===== src/rtl/mips_fetch_pkg.sv =====
// mips_fetch_pkg: shared state encoding and constants for the MIPS fetch controller.
package mips_fetch_pkg;
    typedef enum logic [1:0] {RUN = 2'd0, REFILL = 2'd1, RESTART = 2'd2} fetch_state_t;
    localparam int unsigned PC_INCREMENT = 4;
    localparam logic [31:0] DEFAULT_RESET_VECTOR = 32'h0000_0000;
endpackage


===== src/rtl/mips_refill_sequencer.sv =====
// mips_refill_sequencer: line refill handshake to instruction memory (request, beat counting, done).
module mips_refill_sequencer #(
    parameter int ADDR_WIDTH = 32,
    parameter int LINE_WORDS = 4,
    localparam int BEAT_W = $clog2(LINE_WORDS)
) (
    input  logic                  clk,
    input  logic                  rst,
    input  logic                  start,
    input  logic [ADDR_WIDTH-1:0] miss_addr,
    input  logic                  ack,
    output logic                  mem_req,
    output logic [ADDR_WIDTH-1:0] mem_addr,
    output logic                  fill_write,
    output logic [BEAT_W-1:0]     beat_count,
    output logic                  done
);
    // mem_req is high exactly while the controller sits in REFILL
    assign fill_write = mem_req && ack && !rst;
    assign done = fill_write && beat_count == BEAT_W'(LINE_WORDS - 1);
    always_ff @(posedge clk) begin
        if (rst) begin
            mem_req    <= 1'b0;
            mem_addr   <= '0;
            beat_count <= '0;
        end else if (start) begin
            mem_req    <= 1'b1;
            mem_addr   <= {miss_addr[ADDR_WIDTH-1:BEAT_W+2], (BEAT_W + 2)'(0)};
            beat_count <= '0;
        end else if (fill_write) begin
            beat_count <= done ? '0 : beat_count + 1'b1;
            mem_req    <= !done;
        end
    end
endmodule


===== src/rtl/mips_fetch_controller.sv =====
// mips_fetch_controller: PC advance/hold/redirect control with I-cache miss refill and redirect replay.
module mips_fetch_controller
    import mips_fetch_pkg::*;
#(
    parameter int ADDR_WIDTH = 32,
    parameter logic [ADDR_WIDTH-1:0] RESET_VECTOR = ADDR_WIDTH'(DEFAULT_RESET_VECTOR),
    parameter int LINE_WORDS = 4,
    localparam int BEAT_W = $clog2(LINE_WORDS)
) (
    input  logic                  ClockPulse,
    input  logic                  Reset,
    input  logic [ADDR_WIDTH-1:0] CurrentInstructionAddress,
    input  logic                  CacheHit,
    input  logic                  HazardStall,
    input  logic                  BranchTaken,
    input  logic [ADDR_WIDTH-1:0] BranchTarget,
    input  logic                  JumpTaken,
    input  logic [ADDR_WIDTH-1:0] JumpTarget,
    output logic [ADDR_WIDTH-1:0] NextInstructionAddress,
    output logic                  PcWriteEnable,
    output logic                  FetchValid,
    output logic                  MemReq,
    output logic [ADDR_WIDTH-1:0] MemAddr,
    input  logic                  MemAck,
    output logic                  FillWrite,
    output logic [BEAT_W-1:0]     FillWordIndex,
    output logic [15:0]           MissCount
);
    fetch_state_t state, next_state;
    logic redir, start, done, redirect_pending;
    logic [ADDR_WIDTH-1:0] redir_addr, redirect_target;
    logic [15:0] miss_count;
    // the branch sits in EX, so it is older than a jump in ID and takes priority
    assign redir = BranchTaken | JumpTaken;
    assign redir_addr = BranchTaken ? BranchTarget : JumpTarget;
    assign MissCount = miss_count;
    always_comb begin
        next_state = state;
        NextInstructionAddress = CurrentInstructionAddress + ADDR_WIDTH'(PC_INCREMENT);
        PcWriteEnable = 1'b0;
        FetchValid = 1'b0;
        start = 1'b0;
        if (Reset) begin
            NextInstructionAddress = RESET_VECTOR;
            PcWriteEnable = 1'b1;
            next_state = RUN;
        end else begin
            case (state)
                RUN: begin
                    if (redir) begin
                        NextInstructionAddress = redir_addr;
                        PcWriteEnable = 1'b1;
                    end else if (CacheHit) begin
                        FetchValid = 1'b1;
                        PcWriteEnable = !HazardStall;
                    end else begin
                        start = 1'b1;
                        next_state = REFILL;
                    end
                end
                REFILL: next_state = done ? RESTART : REFILL;
                RESTART: begin
                    NextInstructionAddress = redir ? redir_addr : redirect_target;
                    PcWriteEnable = redir || redirect_pending;
                    next_state = RUN;
                end
                default: next_state = RUN;
            endcase
        end
    end
    always_ff @(posedge ClockPulse) begin
        if (Reset) begin
            state <= RUN;
            redirect_pending <= 1'b0;
            redirect_target <= '0;
            miss_count <= '0;
        end else begin
            state <= next_state;
            if (state == REFILL && redir) begin
                redirect_pending <= 1'b1;
                redirect_target <= redir_addr;
            end else if (state == RESTART) begin
                redirect_pending <= 1'b0;
            end
            if (start && miss_count != 16'hFFFF) miss_count <= miss_count + 16'd1;
        end
    end
    mips_refill_sequencer #(.ADDR_WIDTH(ADDR_WIDTH), .LINE_WORDS(LINE_WORDS)) u_refill (
        .clk(ClockPulse),
        .rst(Reset),
        .start(start),
        .miss_addr(CurrentInstructionAddress),
        .ack(MemAck),
        .mem_req(MemReq),
        .mem_addr(MemAddr),
        .fill_write(FillWrite),
        .beat_count(FillWordIndex),
        .done(done)
    );
endmodule


===== config.mk =====
export PLATFORM = sky130hd
export DESIGN_NAME = mips_fetch_controller
export DESIGN_NICKNAME = d
export VERILOG_FILES = /design/src/rtl/mips_fetch_pkg.sv /design/src/rtl/mips_refill_sequencer.sv /design/src/rtl/mips_fetch_controller.sv
export SDC_FILE = /design/constraint.sdc
export NUM_CORES = 1
export LEC_CHECK = 0
export ABC_AREA = 1
export CAP_MARGIN = 20
export CORE_UTILIZATION = 49
export DETAILED_ROUTE_END_ITERATION = 12
export PLACE_DENSITY_LB_ADDON = 0.15
export SLEW_MARGIN = 25
export SYNTH_ARGS = -nofsm -noshare
export SYNTH_HDL_FRONTEND = slang
export SYNTH_SLANG_ARGS = --single-unit

===== constraint.sdc =====
create_clock -name ClockPulse -period 2.8 [get_ports ClockPulse]
set_input_delay 0.28 -clock ClockPulse [delete_from_list [all_inputs] [get_ports ClockPulse]]
set_output_delay 0.28 -clock ClockPulse [all_outputs]
set_load 0.01 [all_outputs]

Word-level counts from Yosys, hierarchy flattened. Cells that the tools add are included.

Add/subtract/negate cells: 3. $mul: 0. Div/mod/pow operators: 0. $lt $le $gt $ge: 0. Equality and inequality tests: 6. Shift operators: 0. Mux-type cells: 26. Bitwise operators: 1. Reductions and logical operators: 14.

Operators with widths (number): $mux W32 (4); $pmux W32 S2 (1); $add A32 B3 Y32 const B (1); $add A16 B1 Y16 const B (1); $ne A16 B16 Y1 const B (1); $mux W1 (15); $mux W2 (4); $logic_and A1 B1 Y1 (5); $eq A2 B2 Y1 const B (2); $ne A2 B2 Y1 const B (2); $pmux W2 S2 (1); $reduce_bool A2 Y1 (2); $logic_not A1 Y1 (3); $add A2 B1 Y2 const B (1); $eq A2 B1 Y1 const B (1); $logic_not A2 Y1 (1); $pmux W1 S2 (1); $reduce_and A2 Y1 (1); $reduce_or A2 Y1 (1); $logic_or A1 B1 Y1 (1); $or A1 B1 Y1 (1).

Bits in registers: 82. Latch bits: 0. RAM bits: 0. Bits in read-only memories: 0. Input bits: 103. Output and inout bits: 86. Logic and storage cells: 57. Memories kept: 0.

Depth between registers and ports, before layout.
Depth after elaboration: 6. Depth in mapped cells: 12. Mapped depth without buffers: 12.

By module. Synthesis repeated with hierarchy kept, for this count alone.

Cell total of the unflattened synthesis: 815. Area, all modules: 5330.1 um2.

Modules (own cells, without submodules): mips_fetch_controller (times used 1, cells each 664, area each 4174.0 um2, seq. area each 1021.0 um2); mips_refill_sequencer (times used 1, cells each 151, area each 1156.1 um2, seq. area each 620.6 um2).

Worst setup path after synthesis. Ideal clock, no wire load.

Path kind: reg-to-reg. Start: register miss_count[0] (netlist: MissCount[0]). End: register miss_count[5] (netlist: MissCount[5]). Library setup time: 134 ps. Data arrival time: 1502 ps. Required time: 2666 ps. Slack: 1164 ps. Cell stages (with the launch flop): 10. Buffers on the path: 1. Clock period less this slack: 1636 ps. Cells stage by stage: dfxtp_1 -> ha_1 -> nand2_1 -> nor2_2 -> nand2_1 -> o21ai_4 -> inv_4 -> buf_8 -> nand2_1 -> a21oi_2.

Word-level cells in the longest chain between the ends: 2. Elaborated cells on any way between the ends: 3. Those cells by class: add/sub (1); eq/ne (1); reduce/logical (1).

RTL lines: start: declaration (RTL line mips_fetch_controller.sv:32) `logic [15:0] miss_count;`; start signal: assignment (RTL line mips_fetch_controller.sv:85) `if (start && miss_count != 16'hFFFF) miss_count <= miss_count + 16'd1;`; parallel branches: the longest is 2 deep, another holds $add A16 B1 Y16.

Parallel ways; which one is timed is not known. A chain may end at the register's enable or synchronous reset.

Worst setup path after layout.
Start: input CurrentInstructionAddress[3]. End: output NextInstructionAddress[23].

Word-level cells in the longest chain between the ends: 4.

RTL lines: start: declaration (RTL line mips_fetch_controller.sv:12) `input logic [ADDR_WIDTH-1:0] CurrentInstructionAddress,`; $add A32 B3 Y32 (*) (RTL line mips_fetch_controller.sv:39) `NextInstructionAddress = CurrentInstructionAddress + ADDR_WIDTH'(PC_INCREMENT);`; $mux W32 (RTL line mips_fetch_controller.sv:50) `if (redir) begin`; $pmux W32 S2 (*) (RTL line mips_fetch_controller.sv:48) `case (state)`; $mux W32 (*) (RTL line mips_fetch_controller.sv:43) `if (Reset) begin`; end: declaration (RTL line mips_fetch_controller.sv:19) `output logic [ADDR_WIDTH-1:0] NextInstructionAddress,`.

Every way passes the cells marked *; elsewhere a longest branch is shown, timed or not.

==> impl_summary.log <==
INFO  metric grt_max_degree = 43
INFO  metric start_util = 0.513
INFO  metric synth-async-reset-ratio = 0
INFO  metric die_h = 104 um
INFO  metric die-area = 10800 um2
INFO  metric drtIter0Drc = 465
INFO  metric die-width = 104 um
INFO  metric cts-root-buf = sky130_fd_sc_hd__clkbuf_8
INFO  metric final_layout_size_suffix_gt1_frac = 0.113
INFO  metric outcome = finished clean
INFO  metric standard_cell_rows = 36
INFO  metric cp.required = 2.52 ns
INFO  metric cts_tree = done
INFO  metric via_count = 6242
INFO  metric global_route.usage.total = 0.331
INFO  metric type_of_the_worst_setup_path = input pin to output pin
INFO  metric worst_skew_pair.late_latency = 0.36 ns
INFO  metric firstDrtPassIters = 6
INFO  metric number_of_global_route_vias_before_repair = 5909
INFO  metric place_inst = 1112
INFO  metric synth_compound_area_frac = 0.196
INFO  metric diodes = 0
INFO  metric layout_common_cells = 189 x sky130_fd_sc_hd__nand2_1, 169 x sky130_fd_sc_hd__clkdlybuf4s50_1, 85 x sky130_fd_sc_hd__nor2_1
INFO  metric clk_transition_reported_paths = 0.08 ns
INFO  metric post-synth-top-area-fraction = 0.321
INFO  metric fmax = 0.365 GHz
INFO  metric detail_route.wirelength = 18000 um
INFO  metric postSynthRegisterBits = 82
INFO  metric setup-tns-final = 0 ns
INFO  metric ys_dominant_reg_cell = sky130_fd_sc_hd__dfxtp_1
INFO  metric worst_ir_drop_vdd = 0.259 mV
INFO  metric worst_hold_slack = 0.381 ns
INFO  metric hold_violations = 0
INFO  metric final-instance-count-excl-fill = 1131
INFO  metric synth.largest_area_cell = sky130_fd_sc_hd__dfxtp_1
INFO  metric globalRouteOverflowTotal = 0
INFO  metric pwr_density_cell = 368 nW/um2
INFO  metric tightest_slew = 0.575 ns
INFO  metric io_buffers = 184
INFO  metric clock_tree.htree_level_count = 3
INFO  metric holdCritPathClass = input pin to flip-flop
INFO  metric grt_first_pass_wirelength = 29100 um
INFO  metric area.growth.synth_to_final = 49.3%
INFO  metric cap_violations = 0
INFO  metric cts_sinks = 82
INFO  metric ys.warnings.count = 0
INFO  metric finClkSkew = 0.00949 ns
INFO  metric combinational_family_with_the_most_area_after_synthesis = simple AND/OR/NAND/NOR gates
INFO  metric wire_per_inst = 15.9 um
INFO  metric dp.final_hpwl = 13900 um
INFO  metric numCtsBuffers = 9
INFO  metric n_fill_cell = 736
INFO  metric nets = 1101
INFO  metric count_of_distinct_cell_types_in_the_synthesized_netlist = 44
INFO  metric element_type_at_the_critical_path_start = input pin
INFO  metric layout.cells.most_common = sky130_fd_sc_hd__nand2_1
INFO  metric synth_enable_flop_cells = 0
INFO  metric synth_top_cells_by_area = sky130_fd_sc_hd__dfxtp_1 32%, sky130_fd_sc_hd__nand2_1 14%, sky130_fd_sc_hd__nor2_1 6.5%
INFO  metric unrepaired_setup_endpoints_after_global_routing = false
INFO  metric syn_inst = 787
INFO  metric timing.slew.headroom = 0.616
INFO  metric finalWorstPathRequiredPeriod = 2.74 ns
INFO  metric xor_xnor_share_of_the_synthesized_area = 0.0274
INFO  metric layout_worst_path_cycle_share = 0.978
INFO  metric final_max_slew_viol_count = 0
INFO  metric grt_antenna_before_repair = 0
INFO  metric total_leakage_power = 3.27 nW
INFO  metric synthAdderAreaFrac = 0.00735
INFO  metric core_region_area = 9950 um2
INFO  metric mappedNetlistArea = 5110 um2
INFO  metric gpl.final_weighted_congestion = 0.905
INFO  metric timing.critical_path.to_type = output pin
INFO  metric remaining_drc_errors = 0
INFO  metric area.sequential = 1640 um2
INFO  metric timing.critical_path.arrival = 2.46 ns
INFO  metric multiInputGateArea = 3010 um2
INFO  metric crit_fanout = 4
INFO  metric post_synth.cell_area_avg = 6.49 um2
INFO  metric synthSimpleGateAreaFrac = 0.338
INFO  metric cts_max_path_buffers = 2
INFO  metric io-pin-count = 189
INFO  metric final_antenna_net_count = 0
INFO  metric setup_violations = 0
INFO  metric vias_per_cell = 5.52
INFO  metric yosysSeqAreaShare = 0.321
INFO  metric synthMuxAreaShare = 0.00979
power breakdown:
part           switching [W]  leakage, nW  internal (W)
registers          0.0000192        0.666       0.00120
clock network       0.000441       0.0946      0.000429
logic               0.000362         2.51      0.000354
stage by stage:
stage	utilization	power [W]	cell area (um2)	setup WS [ns]
final	0.766	0.00281	7630	0.0609
after global routing	0.766	0.00291	7630	0.00731
after CTS	0.755	0.00280	7510	0.00807
after detailed placement	0.736	0.00195	7320	0.0292
after global placement	0.736	0.00194	7320	0.0399
after floorplan	-	0.00155	5120	1.16
what timing repair did:
item / CTS / global route
resized for setup: 0 / 28
endpoints found under the setup margin: 0 / 19
setup buffers: 0 / 5
hold buffers: 0 / 0
path summary, 6_finish.rpt:
path | depth (start not counted) | slack (ns) | startpoint | endpoint
worst max-delay path | 10 | 0.06 | CurrentInstructionAddress[3] | NextInstructionAddress[23]
worst min-delay path | 3 | 0.38 | CurrentInstructionAddress[7] | u_refill.mem_addr[7]
worst max register to register | 8 | 0.78 | MissCount[0] | MissCount[12]
worst min register to register | 2 | 0.47 | redirect_target[4] | redirect_target[4]
flip-flops by register name, indices dropped and copies added (netlist names):
signal,cells
redirect_target,32
u_refill.mem_addr,28
MissCount,16
state,2
u_refill.beat_count,2
redirect_pending,1
u_refill.mem_req,1
per-layer routing:
metal,routed length [um],vias up,track usage
li1,-,3025,-
met5,0,-,0
met2,8550,337,0.553
met4,332,0,0.113
met3,1390,33,0.0439
met1,7700,2847,0.436
final cells by class:
| type | count | share of cell area |
|---|---|---|
| sequential | 82 | 0.215 |
| multi-input combinational | 588 | 0.394 |
| clock inverter | 4 | 0.00672 |
| clock buffer | 10 | 0.0180 |
| timing repair buffer | 236 | 0.305 |
| inverter | 78 | 0.0392 |
| tap | 133 | 0.0218 |
Yosys cell counts, types with 6 or more instances:
cell                       instances
sky130_fd_sc_hd__nand4_1          13
sky130_fd_sc_hd__nor3_1            8
sky130_fd_sc_hd__inv_1            68
sky130_fd_sc_hd__a31oi_1           8
sky130_fd_sc_hd__nand2_1         191
sky130_fd_sc_hd__clkbuf_1         18
sky130_fd_sc_hd__nand3_1          63
sky130_fd_sc_hd__o21ai_0          62
sky130_fd_sc_hd__buf_4             6
sky130_fd_sc_hd__or2_2             9
sky130_fd_sc_hd__dfxtp_1          82
sky130_fd_sc_hd__o21ai_1          11
sky130_fd_sc_hd__o211ai_1          6
sky130_fd_sc_hd__xor2_1           11
sky130_fd_sc_hd__nor2_1           88
sky130_fd_sc_hd__o221ai_1         13
sky130_fd_sc_hd__buf_2            14
sky130_fd_sc_hd__a21oi_1          40
sky130_fd_sc_hd__a211oi_1         18
critical path: stages:
cell and delay (ns):
sky130_fd_sc_hd__clkdlybuf4s50_1 0.49, sky130_fd_sc_hd__buf_4 0.13, sky130_fd_sc_hd__nand3_2 0.10, sky130_fd_sc_hd__nor2_4 0.19, sky130_fd_sc_hd__nand3_4 0.11, sky130_fd_sc_hd__nor2_4 0.14, sky130_fd_sc_hd__buf_4 0.13, sky130_fd_sc_hd__xor2_1 0.24
sky130_fd_sc_hd__a21oi_1 0.14, sky130_fd_sc_hd__clkdlybuf4s50_1 0.50
cell families (layout without fill, tap and decap cells):
logic type,after synthesis,after routing
xor+xnor,16,16
fa+ha+maj,3,3
buf+inv,120,328
mux,5,5
flops,82,82
compound gates,168,168
simple gates,392,392
other cells,1,4
Power figures use the tool's default switching activity.
